==> config.mk <==
export PLATFORM = sky130hd
export DESIGN_NAME = seq_detect_ctrl
export DESIGN_NICKNAME = d
export VERILOG_FILES = /design/src/rtl/seq_det_pkg.sv /design/src/rtl/seq_match_core.sv /design/src/rtl/seq_detect_ctrl.sv
export SDC_FILE = /design/constraint.sdc
export NUM_CORES = 1
export LEC_CHECK = 0
export BUFFER_PORTS_ARGS = -buffer_cell sky130_fd_sc_hd__buf_2
export CAP_MARGIN = 20
export CORE_MARGIN = 3
export CORE_UTILIZATION = 45
export CTS_CLUSTER_SIZE = 40
export DETAILED_ROUTE_END_ITERATION = 6
export PLACE_DENSITY = 0.66
export SLEW_MARGIN = 10
export SYNTH_ARGS = -nofsm -noshare
export SYNTH_HDL_FRONTEND = slang
export SYNTH_SLANG_ARGS = --single-unit
==> constraint.sdc <==
create_clock -name clk -period 3.9 [get_ports clk]
set_input_delay 0.39 -clock clk [delete_from_list [all_inputs] [get_ports clk]]
set_output_delay 0.39 -clock clk [all_outputs]
set_load 0.03 [all_outputs]
==> src/rtl/seq_det_pkg.sv <==
// Shared types and defaults for the serial pattern detector.
package seq_det_pkg;

    localparam int unsigned MAX_LEN = 8;
    localparam int unsigned CNT_W   = 10;
    localparam int unsigned LEN_W   = 4;

    typedef enum logic [1:0] {
        ST_IDLE  = 2'd0,
        ST_ARMED = 2'd1,
        ST_DONE  = 2'd2
    } state_t;

    // Out of reset the block is a 3-bit "010" detector with overlap, no target.
    localparam logic [MAX_LEN-1:0] RST_PATTERN = MAX_LEN'(3'b010);
    localparam logic [LEN_W-1:0]   RST_LEN     = LEN_W'(3);
    localparam logic               RST_OVERLAP = 1'b1;

endpackage

==> src/rtl/seq_match_core.sv <==
// History shift register, saturating bit counter and length-masked pattern compare.
module seq_match_core #(
    parameter int unsigned MAX_LEN = 8,
    parameter int unsigned LEN_W   = 4
) (
    input  logic               clk,
    input  logic               rst,
    input  logic               clr,
    input  logic               en,
    input  logic               x,
    input  logic               overlap,
    input  logic [MAX_LEN-1:0] pattern,
    input  logic [LEN_W-1:0]   len,
    output logic               match_c
);

    logic [MAX_LEN-1:0] hist;
    logic [MAX_LEN-1:0] hist_nxt;
    logic [MAX_LEN-1:0] mask;
    logic [LEN_W-1:0]   bit_cnt;
    logic [LEN_W-1:0]   bit_cnt_inc;

    always_comb begin
        mask = '0;
        for (int i = 0; i < int'(MAX_LEN); i++) begin
            mask[i] = (i < int'(len));
        end
    end

    // Match is judged on the post-shift history, so it fires on the edge that samples the last bit.
    always_comb begin
        hist_nxt    = {hist[MAX_LEN-2:0], x};
        bit_cnt_inc = (bit_cnt >= len) ? len : bit_cnt + LEN_W'(1);
        match_c     = en && (bit_cnt_inc >= len) &&
                      ((hist_nxt & mask) == (pattern & mask));
    end

    always_ff @(posedge clk or posedge rst) begin
        if (rst) begin
            hist    <= '0;
            bit_cnt <= '0;
        end else if (clr) begin
            hist    <= '0;
            bit_cnt <= '0;
        end else if (en) begin
            hist    <= hist_nxt;
            bit_cnt <= (match_c && !overlap) ? '0 : bit_cnt_inc;
        end
    end

endmodule

==> src/rtl/seq_detect_ctrl.sv <==
// Configurable serial sequence detector: IDLE/ARMED/DONE control around a match core.
module seq_detect_ctrl #(
    parameter int unsigned MAX_LEN = seq_det_pkg::MAX_LEN,
    parameter int unsigned CNT_W   = seq_det_pkg::CNT_W
) (
    input  logic               clk,
    input  logic               rst,
    input  logic               x,
    input  logic               cfg_valid,
    input  logic [MAX_LEN-1:0] cfg_pattern,
    input  logic [3:0]         cfg_len,
    input  logic               cfg_overlap,
    input  logic [CNT_W-1:0]   cfg_target,
    output logic               cfg_ready,
    output logic               cfg_err,
    input  logic               start,
    input  logic               stop,
    output logic               y,
    output logic [CNT_W-1:0]   count,
    output logic               busy,
    output logic               done
);

    import seq_det_pkg::*;

    state_t             state;
    state_t             state_nxt;
    logic [MAX_LEN-1:0] pat_q;
    logic [LEN_W-1:0]   len_q;
    logic               ovl_q;
    logic [CNT_W-1:0]   tgt_q;
    logic [CNT_W-1:0]   count_inc;
    logic               len_ok;
    logic               cfg_load;
    logic               cfg_rej;
    logic               arm;
    logic               sample;
    logic               match_c;

    assign len_ok    = (cfg_len != 4'd0) && (32'(cfg_len) <= MAX_LEN);
    assign count_inc = (count == '1) ? count : count + CNT_W'(1);

    always_ff @(posedge clk or posedge rst) begin
        if (rst) state <= ST_IDLE;
        else     state <= state_nxt;
    end

    // A cfg_valid in the same cycle as start takes priority; stop beats everything.
    always_comb begin
        state_nxt = state;
        cfg_load  = 1'b0;
        cfg_rej   = 1'b0;
        arm       = 1'b0;
        sample    = 1'b0;
        case (state)
            ST_IDLE, ST_DONE: begin
                if (cfg_valid) begin
                    cfg_load = len_ok;
                    cfg_rej  = !len_ok;
                end
                if (stop) begin
                    state_nxt = ST_IDLE;
                end else if (start && !cfg_valid) begin
                    state_nxt = ST_ARMED;
                    arm       = 1'b1;
                end
            end
            ST_ARMED: begin
                cfg_rej = cfg_valid;
                if (stop) begin
                    state_nxt = ST_IDLE;
                end else begin
                    sample = 1'b1;
                    if (match_c && (tgt_q != '0) && (count_inc == tgt_q))
                        state_nxt = ST_DONE;
                end
            end
            default: state_nxt = ST_IDLE;
        endcase
    end

    always_ff @(posedge clk or posedge rst) begin
        if (rst) begin
            pat_q     <= MAX_LEN'(RST_PATTERN);
            len_q     <= RST_LEN;
            ovl_q     <= RST_OVERLAP;
            tgt_q     <= '0;
            count     <= '0;
            y         <= 1'b0;
            cfg_err   <= 1'b0;
            busy      <= 1'b0;
            done      <= 1'b0;
            cfg_ready <= 1'b1;
        end else begin
            if (cfg_load) begin
                pat_q <= cfg_pattern;
                len_q <= cfg_len;
                ovl_q <= cfg_overlap;
                tgt_q <= cfg_target;
            end
            if (arm)          count <= '0;
            else if (match_c) count <= count_inc;
            y         <= match_c;
            cfg_err   <= cfg_rej;
            busy      <= (state_nxt == ST_ARMED);
            done      <= (state_nxt == ST_DONE);
            cfg_ready <= (state_nxt != ST_ARMED);
        end
    end

    seq_match_core #(
        .MAX_LEN (MAX_LEN),
        .LEN_W   (LEN_W)
    ) u_core (
        .clk     (clk),
        .rst     (rst),
        .clr     (arm),
        .en      (sample),
        .x       (x),
        .overlap (ovl_q),
        .pattern (pat_q),
        .len     (len_q),
        .match_c (match_c)
    );

endmodule

; Word level (Yosys, flattened, before mapping)
; Cells that the tools add are included.
[word_totals]
register_bits = 51
input_bits = 29
output_inout_bits = 15
[classes]
n_addsub = 2
magnitude_cmp = 11
n_eq_ne = 8
mux = 23
bitwise = 2
reduce_logical = 16
[ops]
columns = operator, n
row1 = 10-bit 2-to-1 mux, 3
row2 = 8-bit bitwise AND, 2
row3 = "3-bit by 4-bit < comparator with 1-bit output, first input constant", 4
row4 = 4-bit 2-to-1 mux, 4
row5 = 7-bit 2-to-1 mux, 2
row6 = "10-bit by 1-bit adder with 10-bit output, second input constant", 1
row7 = 10-bit equality test, 1
row8 = "10-bit equality test, second input constant", 1
row9 = 10-bit nonzero test, 1
row10 = 8-bit equality test, 1
row11 = 4-bit >= comparator, 2
row12 = "1-bit by 4-bit < comparator with 1-bit output, first input constant", 2
row13 = "2-bit by 4-bit < comparator with 1-bit output, first input constant", 2
row14 = 1-bit 2-to-1 mux, 8
row15 = 2-bit 2-to-1 mux, 4
row16 = 1-bit logical AND, 7
row17 = "4-bit by 1-bit adder with 4-bit output, second input constant", 1
row18 = "2-bit by 1-bit equality test with 1-bit output, second input constant", 2
row19 = "2-bit equality test, second input constant", 2
row20 = "4-bit less-or-equal comparator, second input constant", 1
row21 = 2-bit one-hot mux with 2 select lines, 1
row22 = 2-bit nonzero test, 2
row23 = 4-bit nonzero test, 1
row24 = 1-bit logical NOT, 3
row25 = other kinds (4), 4

; Depth between registers and ports, before layout
[logic_depth]
depth_word = 11
mapped_depth = 16
ltp_nobuf = 15

; Cells and area by module
; A second synthesis with hierarchy kept.
[hier_totals]
cells_unflattened = 287
hier_area_um2 = 2976.6
[by_module_without_submodules]
columns = module, instances, cells_each, area_each_um2
row1 = seq_detect_ctrl, 1, 184, 2048.2
row2 = seq_match_core, 1, 103, 928.4

; Least setup slack after synthesis
; Ideal clock, no wire load.
[synth_timing]
kind = register -> register
start = reg len_q[0]
end = reg busy
setup_time_ns = 0.124
t_arrival_ns = 3.394
required_ns = 3.776
setup_slack_ns = 0.382
stages_incl_launch_ff = 13
synth_period_minus_slack_ns = 3.518
cell_sequence = dfstp_2 -> ha_1 -> nand2b_1 -> a21o_1 -> a21o_1 -> a21oi_1 -> mux2_2 -> ha_1 -> a211oi_1 -> o21bai_1 -> o2111ai_2 -> or4_4 -> a2bb2oi_1
[synth_via]
elab_chain_len = 11
word_cells_on_any_way = 22
cone_classes = order compare (10) / eq/ne (2) / mux (4) / bitwise (2) / reduce/logical (4)
[synth_rtl]
columns = element, line_no
row1 = "start, declared", seq_detect_ctrl.sv:29  ; logic [LEN_W-1:0] len_q;
row2 = "start signal, assigned", seq_detect_ctrl.sv:97  ; len_q <= cfg_len;
row3 = 4-bit >= comparator, seq_match_core.sv:33  ; bit_cnt_inc = (bit_cnt >= len) ? len : bit_cnt + LEN_W'(1);
row4 = 4-bit 2-to-1 mux, seq_match_core.sv:33
row5 = 4-bit >= comparator, seq_match_core.sv:34  ; match_c = en && (bit_cnt_inc >= len) &&
row6 = 1-bit logical AND, seq_match_core.sv:34
row7 = 1-bit logical AND (*), seq_match_core.sv:34
row8 = 1-bit logical AND (*) (2 in series), seq_detect_ctrl.sv:74  ; if (match_c && (tgt_q != '0) && (count_inc == tgt_q))
row9 = 2-bit 2-to-1 mux (*), seq_detect_ctrl.sv:74
row10 = 2-bit 2-to-1 mux (*), seq_detect_ctrl.sv:70  ; if (stop) begin
row11 = 2-bit one-hot mux with 2 select lines (*), seq_detect_ctrl.sv:55  ; case (state)
row12 = 2-bit by 1-bit equality test with 1-bit output (*), seq_detect_ctrl.sv:105  ; busy <= (state_nxt == ST_ARMED);
row13 = "end signal, assigned", seq_detect_ctrl.sv:105
row14 = "end, declared", seq_detect_ctrl.sv:20  ; output logic busy,
; Every way passes the cells marked *; elsewhere a longest branch is shown, timed or not.
; A chain may end at the register's enable or synchronous reset.

; Final worst setup path
; Same ends and word-level chain as after synthesis.

==> results.yml <==
run_status:
  status: "completed"
grt:
  use_met1: 0.2684
  grt_use_met3: 0.03337
  grt_pass1_vias: 2098
  antenna_found_initial: 0
  grt_use_total: 0.1774
  grt_most_used_layer: "met1"
  grt_pass1_wl_um: 10270
  grt_max_degree: 52
  grtUsageMet2: 0.2626
  overflow: 0
clock_tree:
  cts_setup_buffers: 0
  htreeDepth: 2
  clkTransAtPathRegs_ns: 0.10
  cts_tree: "built"
  cts-root-buf: "clkbuf_8"
  ctsLongestPathBuffers: 2
  cts_buffers: 5
  numClockSinks: 51
  clkLatencyLatePin_ns: 0.31
worst_setup_path:
  endpoint_kind: "flip-flop"
  ff2ff_path_depth: 12
  start_kind: "flip-flop"
  critPathMaxFanout: 8
  cp.required_ns: 4.09
  worstSetupPathType: "reg2reg"
  reg2reg_from: "len_q[0]"
  rr_endpoint: "busy"
  worstPathArrival_ns: 3.90
  regToRegSetupSlack_ns: 0.19
drt:
  drt_iter0_markers: 141
  wirelength_um: 6063
  viasPerCell: 5.736
  vias: 2191
  drc: 0
  dr.pass1.iters: 4
  ant_nets: 0
  wl_per_cell_um: 15.87
die:
  num_rows: 28
  die_h_um: 84.76
  die_x_um: 84.76
  ios: 44
  start_util: 0.4687
  core_mm2: 0.005956
  die-area_mm2: 0.007184
logic_synthesis:
  yosysWarningCount: 0
  ys_seq_area_frac: 0.4594
  synth.avg_cell_area_um2: 10.70
  yosysUniqueCellTypes: 49
  synth_top_area_frac: 0.4124
  synth_area_mm2: 0.002791
  synth.ff_latch_count: 51
  synth_top_area_cell: "dfrtp_1"
  synth_flop_cell: "dfrtp_1"
  syn-num-nets: 300
  synthTopCellsByArea: "dfrtp_1, mux2_2, dfstp_2"
  synthArstFlopShare: 1.000
  synthCells: 261
  synth_edf_count: 0
final_layout:
  multi_input_area_mm2: 0.001426
  synthToLayoutAreaGrowth_pct: 15.15
  fillers: 567
  drive_gt1_frac: 0.3062
  final_nets: 345
  final_common_cell: "dfrtp_1"
  final_cell_mix: "dfrtp_1, buf_2, mux2_2, o21ai_0, nand2_1"
  diodes: 0
  register_area_mm2: 0.001282
pwr:
  comb_power_share: 0.313
  intPower_uw: 997.1
  power_density_mw_per_mm2: 467.6
  p_leak_nw: 1.461
  swShare: 0.3365
  seqPwrFrac: 0.473
  p_sw_uw: 505.8
  p_clk_frac: 0.214
  peakVddDrop_mv: 0.2026
  finalPower_mw: 1.503
min_path:
  hold_depth: 3
  min_to: "tgt_q[1]"
  hold_start: "cfg_target[1]"
  hp-class: "in2reg"
timing:
  skew_ns: 0.009226
  post-route-period-util: 0.9505
  worstMarginPinSlew_ns: 0.7705
  max_slew_margin: 0.4845
  tns_ns: 0
  rsz0062_at_grt: "no"
  hold_viol: 0
  max_freq_mhz: 269.8
  drv_slew: 0
  fin_crit_ns: 3.707
  setup_viol: 0
placement:
  port_buffers: 43
  place.gp.congestion: 0.9085
  dp_hpwl_um: 4589
job:
  max_cap_violations: 0
==> metal layers <==
layer  part of all wire  vias to the layer above  wire [um]
li1                   -                     1067          -
met1               0.49                     1062       2968
met2               0.45                       57       2706
met3              0.053                        5        319
met4              0.011                        0         68
met5                  0                        -          0
==> power groups by stage <==
stage	clock network, mW	logic, mW	registers [mW]
after floorplan	0	0.356	0.704
after global placement	0	0.449	0.720
after detailed placement	0	0.462	0.721
after CTS	0.338	0.462	0.711
after global routing	0.363	0.530	0.725
final	0.321	0.471	0.711
==> repair_timing <==
item,CTS,global route
hold endpoints to repair,0,7
hold buffers,0,1
gates resized for setup,0,2
setup endpoints to repair,0,13
==> worst max-delay path by stage <==
stage                     startpoint         to  slack, ns  cells past startpoint
after global routing        len_q[0]  cfg_ready      0.002                     12
after detailed placement    len_q[0]       busy       0.14                     12
after global placement      len_q[0]       busy       0.21                     12
final                       len_q[0]       busy       0.19                     12
after CTS                   len_q[0]  cfg_ready        0.1                     12
after floorplan             len_q[0]       busy       0.38                     12
==> kinds of logic (layout without fill, tap and decap cells) <==
family / count (synthesis) / count (layout) / synth area share
AOI/OAI and AO/OA: 74 / 74 / 0.1892
xor gates and xnor gates: 18 / 18 / 0.05648
adders and majority gates: 10 / 10 / 0.04482
buffers and inverters: 22 / 68 / 0.03272
DFF: 51 / 51 / 0.4594
muxes: 24 / 24 / 0.09503
and+or+nand+nor: 62 / 62 / 0.1224
==> area by class of cell <==
type,instances,area share
Multi-Input combinational cell,188,0.4438
Sequential cell,51,0.3990
Timing Repair Buffer,49,0.08564
Tap cell,75,0.02919
Clock buffer,5,0.02141
Inverter,11,0.01285
Clock inverter,3,0.008174
==> flip-flops by register name, indices dropped and copies added (netlist names) <==
register and count:
busy 1, cfg_err 1, cfg_ready 1, count 10, done 1, len_q 4
ovl_q 1, pat_q 8, state 2, tgt_q 10, u_core.bit_cnt 4, u_core.hist 7
y 1
==> Yosys cell counts, drive strengths merged (6+ instances only) <==
cell and instances:
o21ai 16, ha 10, nand2b 6, xor2 7, nor3 6, a31oi 6
a21oi 11, nand2 13, xnor2 11, a22o 11, a211oi 8, dfrtp 46
clkbuf 6, mux2 20, nand3 9, inv 11, nor2 11
==> critical path, cell delays in order (launching register included) <==
cell       delay [ns]
dfstp_2          0.61
ha_1             0.24
nand2b_1         0.14
a21o_1           0.18
a21o_1           0.18
a21oi_2          0.26
mux2_2           0.39
ha_1             0.27
o21ai_0          0.07
o21bai_1         0.16
o2111ai_2        0.27
or4_4            0.64
a2bb2oi_1        0.17
==> per-stage QoR <==
stage	std cells	hold slack, ns	utilization	setup slack, ns	area [um^2]
floorplan	261	0.4856	-	0.3819	2791
global placement	372	0.5068	0.5181	0.2094	3085
detailed placement	372	0.5012	0.5181	0.1359	3085
CTS	380	0.2774	0.5340	0.09942	3181
global route	382	0.2841	0.5397	0.002040	3214
finish	382	0.2893	0.5397	0.1930	3214
No activity file was read; power rests on OpenSTA's default activity.
